===== src/rtl/lsu_pkg.sv =====
// LSU memory adapter shared types.
// Op, size, exception and memo encodings plus the FSM state.
package lsu_pkg;

    localparam int LSU_XLEN = 64;

    typedef enum logic [1:0] {
        OP_LOAD    = 2'd0,
        OP_STORE   = 2'd1,
        OP_AMOSWAP = 2'd2,
        OP_AMOADD  = 2'd3
    } op_e;

    typedef enum logic [1:0] {
        SZ_B = 2'd0,
        SZ_H = 2'd1,
        SZ_W = 2'd2,
        SZ_D = 2'd3
    } size_e;

    typedef enum logic [1:0] {
        EXC_OK       = 2'b00,
        EXC_MISALIGN = 2'b01,
        EXC_FAULT    = 2'b10
    } exc_e;

    localparam logic [1:0] MEMO_RD = 2'b00;
    localparam logic [1:0] MEMO_WR = 2'b01;

    typedef enum logic [1:0] {
        S_IDLE  = 2'd0,
        S_READ  = 2'd1,
        S_WRITE = 2'd2,
        S_RESP  = 2'd3
    } state_e;

    typedef struct packed {
        op_e                 op;
        logic [LSU_XLEN-1:0] addr;
        size_e               size;
        logic                sgn;
        logic [LSU_XLEN-1:0] wdata;
    } lsu_req_t;

    function automatic logic [7:0] byte_mask(input size_e size);
        logic [7:0] m;
        m = 8'h00;
        unique case (size)
            SZ_B: m = 8'h01;
            SZ_H: m = 8'h03;
            SZ_W: m = 8'h0f;
            SZ_D: m = 8'hff;
        endcase
        return m;
    endfunction

    function automatic logic misaligned(
        input logic [2:0] lo,
        input size_e      size
    );
        logic r;
        r = 1'b0;
        unique case (size)
            SZ_B: r = 1'b0;
            SZ_H: r = lo[0];
            SZ_W: r = |lo[1:0];
            SZ_D: r = |lo[2:0];
        endcase
        return r;
    endfunction

    function automatic logic [LSU_XLEN-1:0] trunc(
        input logic [LSU_XLEN-1:0] d,
        input size_e               size
    );
        logic [LSU_XLEN-1:0] r;
        r = d;
        unique case (size)
            SZ_B: r = {56'd0, d[7:0]};
            SZ_H: r = {48'd0, d[15:0]};
            SZ_W: r = {32'd0, d[31:0]};
            SZ_D: r = d;
        endcase
        return r;
    endfunction

    function automatic logic is_amo(input op_e op);
        return (op == OP_AMOSWAP) || (op == OP_AMOADD);
    endfunction

endpackage


===== src/rtl/lsu_load_extend.sv =====
// Truncates a read value to the access size and
// sign- or zero-extends it back to 64 bits.
module lsu_load_extend
    import lsu_pkg::*;
(
    input  logic [LSU_XLEN-1:0] data,
    input  size_e               size,
    input  logic                sgn,
    output logic [LSU_XLEN-1:0] ext
);

    always_comb begin
        ext = data;
        unique case (size)
            SZ_B: ext = {{56{sgn & data[7]}}, data[7:0]};
            SZ_H: ext = {{48{sgn & data[15]}}, data[15:0]};
            SZ_W: ext = {{32{sgn & data[31]}}, data[31:0]};
            SZ_D: ext = data;
        endcase
    end

endmodule


===== src/rtl/lsu_mem_adapter.sv =====
// Bridges core load/store/AMO requests onto a single-port
// byte-addressed RAM with combinational read data.
module lsu_mem_adapter
    import lsu_pkg::*;
#(
    parameter int XLEN = 64
) (
    input  logic            clk,
    input  logic            reset,
    input  logic            req_valid,
    output logic            req_ready,
    input  logic [1:0]      req_op,
    input  logic [XLEN-1:0] req_addr,
    input  logic [1:0]      req_size,
    input  logic            req_signed,
    input  logic [XLEN-1:0] req_wdata,
    output logic            rsp_valid,
    input  logic            rsp_ready,
    output logic [XLEN-1:0] rsp_data,
    output logic [1:0]      rsp_exc,
    output logic            mem_enable,
    output logic [XLEN-1:0] mem_addr,
    output logic [XLEN-1:0] mem_data,
    output logic [1:0]      mem_memo,
    output logic [7:0]      mem_mask,
    input  logic [XLEN-1:0] mem_resp,
    input  logic [1:0]      mem_exc
);

    state_e          state;
    lsu_req_t        rq;
    logic [XLEN-1:0] rdat;
    exc_e            exc;
    logic [XLEN-1:0] ext_val;
    logic [XLEN-1:0] add_val;
    logic [XLEN-1:0] wr_val;
    op_e             in_op;
    size_e           in_size;

    assign in_op   = op_e'(req_op);
    assign in_size = size_e'(req_size);

    always_ff @(posedge clk or negedge reset) begin
        if (!reset) begin
            state <= S_IDLE;
            rq    <= '0;
            rdat  <= '0;
            exc   <= EXC_OK;
        end else begin
            unique case (state)
                S_IDLE: begin
                    if (req_valid) begin
                        rq <= '{
                            op:    in_op,
                            addr:  req_addr,
                            size:  in_size,
                            sgn:   req_signed,
                            wdata: req_wdata
                        };
                        rdat <= '0;
                        exc  <= EXC_OK;
                        if (is_amo(in_op) &&
                            misaligned(req_addr[2:0], in_size)) begin
                            exc   <= EXC_MISALIGN;
                            state <= S_RESP;
                        end else if (in_op == OP_STORE) begin
                            state <= S_WRITE;
                        end else begin
                            state <= S_READ;
                        end
                    end
                end
                S_READ: begin
                    rdat <= mem_resp;
                    exc  <= exc_e'(mem_exc);
                    if (mem_exc != EXC_OK || rq.op == OP_LOAD)
                        state <= S_RESP;
                    else
                        state <= S_WRITE;
                end
                S_WRITE: begin
                    exc   <= exc_e'(mem_exc);
                    state <= S_RESP;
                end
                S_RESP: begin
                    if (rsp_ready)
                        state <= S_IDLE;
                end
                default: state <= S_IDLE;
            endcase
        end
    end

    lsu_load_extend u_ext (
        .data (rdat),
        .size (rq.size),
        .sgn  (rq.sgn),
        .ext  (ext_val)
    );

    // AMOADD operates on the size-truncated old value
    assign add_val = trunc(trunc(rdat, rq.size) + rq.wdata, rq.size);

    always_comb begin
        wr_val = rq.wdata;
        unique case (1'b1)
            (rq.op == OP_AMOADD): wr_val = add_val;
            default:              wr_val = rq.wdata;
        endcase
    end

    assign req_ready = (state == S_IDLE);
    assign rsp_valid = (state == S_RESP);
    assign rsp_exc   = rsp_valid ? exc : EXC_OK;
    assign rsp_data  = (rsp_valid && exc == EXC_OK &&
                        rq.op != OP_STORE) ? ext_val : '0;
    assign mem_addr  = rq.addr;

    // write enable is gated live by the RAM's exception
    always_comb begin
        mem_enable = 1'b0;
        mem_memo   = MEMO_RD;
        mem_mask   = 8'h00;
        mem_data   = '0;
        if (state == S_WRITE) begin
            mem_memo   = MEMO_WR;
            mem_mask   = byte_mask(rq.size);
            mem_data   = wr_val;
            mem_enable = (mem_exc == EXC_OK);
        end
    end

endmodule

===== config.mk =====
export PLATFORM = sky130hd
export DESIGN_NAME = lsu_mem_adapter
export DESIGN_NICKNAME = d
export VERILOG_FILES = /design/src/rtl/lsu_pkg.sv /design/src/rtl/lsu_load_extend.sv /design/src/rtl/lsu_mem_adapter.sv
export SDC_FILE = /design/constraint.sdc
export NUM_CORES = 1
export LEC_CHECK = 0
export BUFFER_PORTS_ARGS = -buffer_cell sky130_fd_sc_hd__buf_4
export CELL_PAD_IN_SITES_DETAIL_PLACEMENT = 0
export CELL_PAD_IN_SITES_GLOBAL_PLACEMENT = 1
export CORE_MARGIN = 2
export CORE_UTILIZATION = 42
export CTS_BUF_LIST = sky130_fd_sc_hd__clkbuf_16
export CTS_CLUSTER_DIAMETER = 30
export DETAILED_ROUTE_END_ITERATION = 8
export PLACE_DENSITY_LB_ADDON = 0.1
export SLEW_MARGIN = 25
export SYNTH_ARGS = -nofsm -noshare
export SYNTH_HDL_FRONTEND = slang
export SYNTH_SLANG_ARGS = --single-unit

===== constraint.sdc =====
create_clock -name clk -period 8.8 [get_ports clk]
set_input_delay 0 -clock clk [delete_from_list [all_inputs] [get_ports clk]]
set_output_delay 0 -clock clk [all_outputs]
set_load 0.05 [all_outputs]

==> impl_results.md <==
- Diode count: 0
- Largest net degree at the start of global routing: 97
- Total of max-cap violations: 0
- Setup TNS: 0 ns
- Synthesized flop and latch total: 201
- Worst path cell trace: and2_1 -> buf_4 -> nand2_1 -> inv_1 -> ha_1 -> a21oi_2 -> o21ai_0 -> a31o_4 -> a2111oi_4 -> o221ai_2 -> o2111ai_1 -> nand2_1 -> a221o_1 -> a21boi_1 -> a311o_1 -> buf_4
- GRT overflow: 0
- Core Area: 31800 um^2
- CTS root buffer: clkbuf_16
- DP HPWL: 33940 um
- Met3 usage: 7.074%
- Post-Layout Inst Area: 20430 um^2
- Layout net count: 2265
- Min Hold Slack: 0.05047 ns
- Synth Flop Type: dfrtp_1
- Yosys top cell by area: dfrtp_1
- Clk slew on worst S/H paths: 0.04 ns
- IO Count: 410
- M2 GR Usage: 49.52%
- Initial DRC Count: 782
- Average cell area after synthesis: 9.255 um^2
- Post-Syn Area: 13640 um^2
- Rel. slew slack: 30.57%
- Area contributors post-synth: dfrtp_1, mux2_2, ha_1
- Initial antenna violation count: 0
- Wire length of the first global-routing pass: 76500 um
- Die ar.: 33940 um^2
- Clock Skew: 0.02705 ns
- Layout cells sized above 1: 32.68%
- Cell count after synthesis: 1474
- DRC violations left: 0
- Die height: 184.2 um
- Post_cts resized: 0
- Startpoint types: flop
- Tmin final: 5.223 ns
- Post-synth top cells: dfrtp_1, nand2_1, mux2_2
- Max-slew violation count: 0
- WS Path Type: flop to primary output
- Endpoint class of the critical path: primary output
- Outcome: completed
- Peak Freq: 191.5 MHz
- Worst vdd ir: 365.7 uV
- H-Tree Depth: 2
- Number of CTS-inserted buffers: 54
- Post-synth EDFFs: 0
- Critical path required time: 8.80 ns
- Vias in the first global route: 14033
- Slowest cell on crit path: dfrtp_1
- Final period util: 59.35%
- Die X: 184.2 um
- Clk Latency, worst-skew pair: 0.59 ns
- Starting Density: 42.90%
- Synth Warn #: 0
- RD Place Congestion: 0.8994
- Met1 Resource Use GR: 34.99%
- Placement Cell Area: 16480 um^2
- Hold WC Path Type: primary input to async pin
- Drt wl/cell: 19.85 um
- CTS max path bufs: 3
- CP arrival: 5.22 ns
- Crit-path max FO: 38
- Lkg Pwr: 9.990 nW
- Final ANT Viol Nets: 0
- Vias per cell: 5.385
- PortBufs: 408
- Area Growth Syn to Fin: 49.74%
- Unrepaired setup endpoints after global routing: no
- Synth Net Count: 1745
- Pwr Density: 420.1 nW/um^2
- Async SR Flop Fraction: 100.0%
- Number of distinct library cells after synthesis: 74
- Via count: 13317
- Drt total wl: 49090 um
- Sink Count: 201
- CP max stage delay: 0.88 ns
- Cell with the most instances after synthesis: dfrtp_1
- CTS tree: built
- Row cnt: 65
- Worst-margin pin slew: 1.020 ns
- # setup viols final: 0
- Final hold vios: 0
- First drt pass iteration count: 5
- Post-synthesis sequential area ratio: 36.87%
- Gr busiest metal: met2
- Synth top area share: 36.87%
- Total GRT Usage: 28.81%
==> registers in the layout, indices dropped and copies added, names as in the netlist <==
register,count
exc,2
mem_addr,64
rdat,64
rq,69
state,2
==> area by class of cell <==
cell class,count,area (um^2)
Clock inverter,46,553.0
Multi-Input combinational cell,1034,7443
Tap cell,435,544.3
Fill cell,2617,11370
Inverter,77,289.0
Clock buffer,54,1351
Timing Repair Buffer,626,5216
Sequential cell,201,5030
==> power breakdown <==
| part | switching, mW | internal, mW | leakage (nW) |
|---|---|---|---|
| Combinational | 3.07 | 1.73 | 6.63 |
| Clock | 0.639 | 1.40 | 0.925 |
| Sequential | 0.359 | 1.38 | 2.44 |
==> what timing repair did <==
item                                   4_1_cts  5_1_grt
setup buffers                                0        0
hold buffers                               204        0
endpoints found under the hold margin      296        0
==> placed cells by master (no fill, tap or decap), types with 4 or more instances in the layout <==
cell type and count:
buf_4 421, dlygate4sd3_1 204, dfrtp_1 201, nand2_1 148, mux2_2 132, a21oi_1 129
inv_1 84, ha_1 66, a22o_1 65, o21ai_0 57, nor2_1 56, clkbuf_16 54
nor2b_1 40, a21o_1 36, and2_1 28, xor2_1 25, o21bai_1 23, nand4_1 21
xnor2_1 20, a22oi_1 20, nand3_1 17, nor3_1 13, and3_1 10, bufinv_16 10
clkinv_1 9, o21ai_1 8, o21a_1 8, o31ai_1 8, clkinvlp_4 8, a21boi_0 7
or3_1 6, a31oi_1 6, clkinv_2 6, a211oi_1 5, o2111ai_1 4, o211ai_1 4
a221o_1 4
==> metrics by stage <==
step | utilization (%) | setup slack, ns | instances | total power, mW
CTS | 64.23 | 3.555 | 2473 | 8.573
global route | 64.24 | 3.205 | 2473 | 9.078
finish | 64.24 | 3.577 | 2473 | 8.582
detailed placement | 51.82 | 4.195 | 2169 | 6.397
global placement | 51.82 | 4.276 | 2169 | 6.353
floorplan | - | 4.405 | 1474 | 5.293
==> logic make-up after synthesis <==
logic type,Yosys count,share of synthesized area [%]
DFF,201,36.87
and+or+nand+nor,364,12.87
AOI/OAI and AO/OA,423,21.29
other,1,0.02749
adders and majority gates,68,6.292
xor gates and xnor gates,45,2.889
muxes,133,10.97
buffers and inverters,239,8.796
==> path summary, 6_finish.rpt <==
| path | start | end | slack (ns) | cells after the start |
|---|---|---|---|---|
| worst max-delay path | rq[66] | mem_data[63] | 3.58 | 16 |
| worst min-delay path | reset | rdat[23] | 0.05 | 2 |
| worst max register to register | state[0] | rq[46] | 5.48 | 6 |
| worst min register to register | rdat[56] | rdat[56] | 0.50 | 1 |
| max in group asynchronous | reset | rdat[11] | 6.70 | 4 |
| min in group clk | req_valid | state[0] | 0.16 | 4 |
==> metal layers <==
metal  up-vias  share of wire (%)
met5         -                  0
met3       108                6.5
li1       6236                  -
met1      6497                 42
met2       476                 48
met4         0                3.4
==> critical path, delay by kind of cell, from the launching register on <==
kind                     cells  cell delay [ns]
AND/OR/NAND/NOR              3             0.50
AO/OA/AOI/OAI                9             2.24
adder cells (fa/ha/maj)      1             0.30
buffers and inverters        3             0.72
flip-flops                   1             0.88
(Power assumes the default switching activity.)
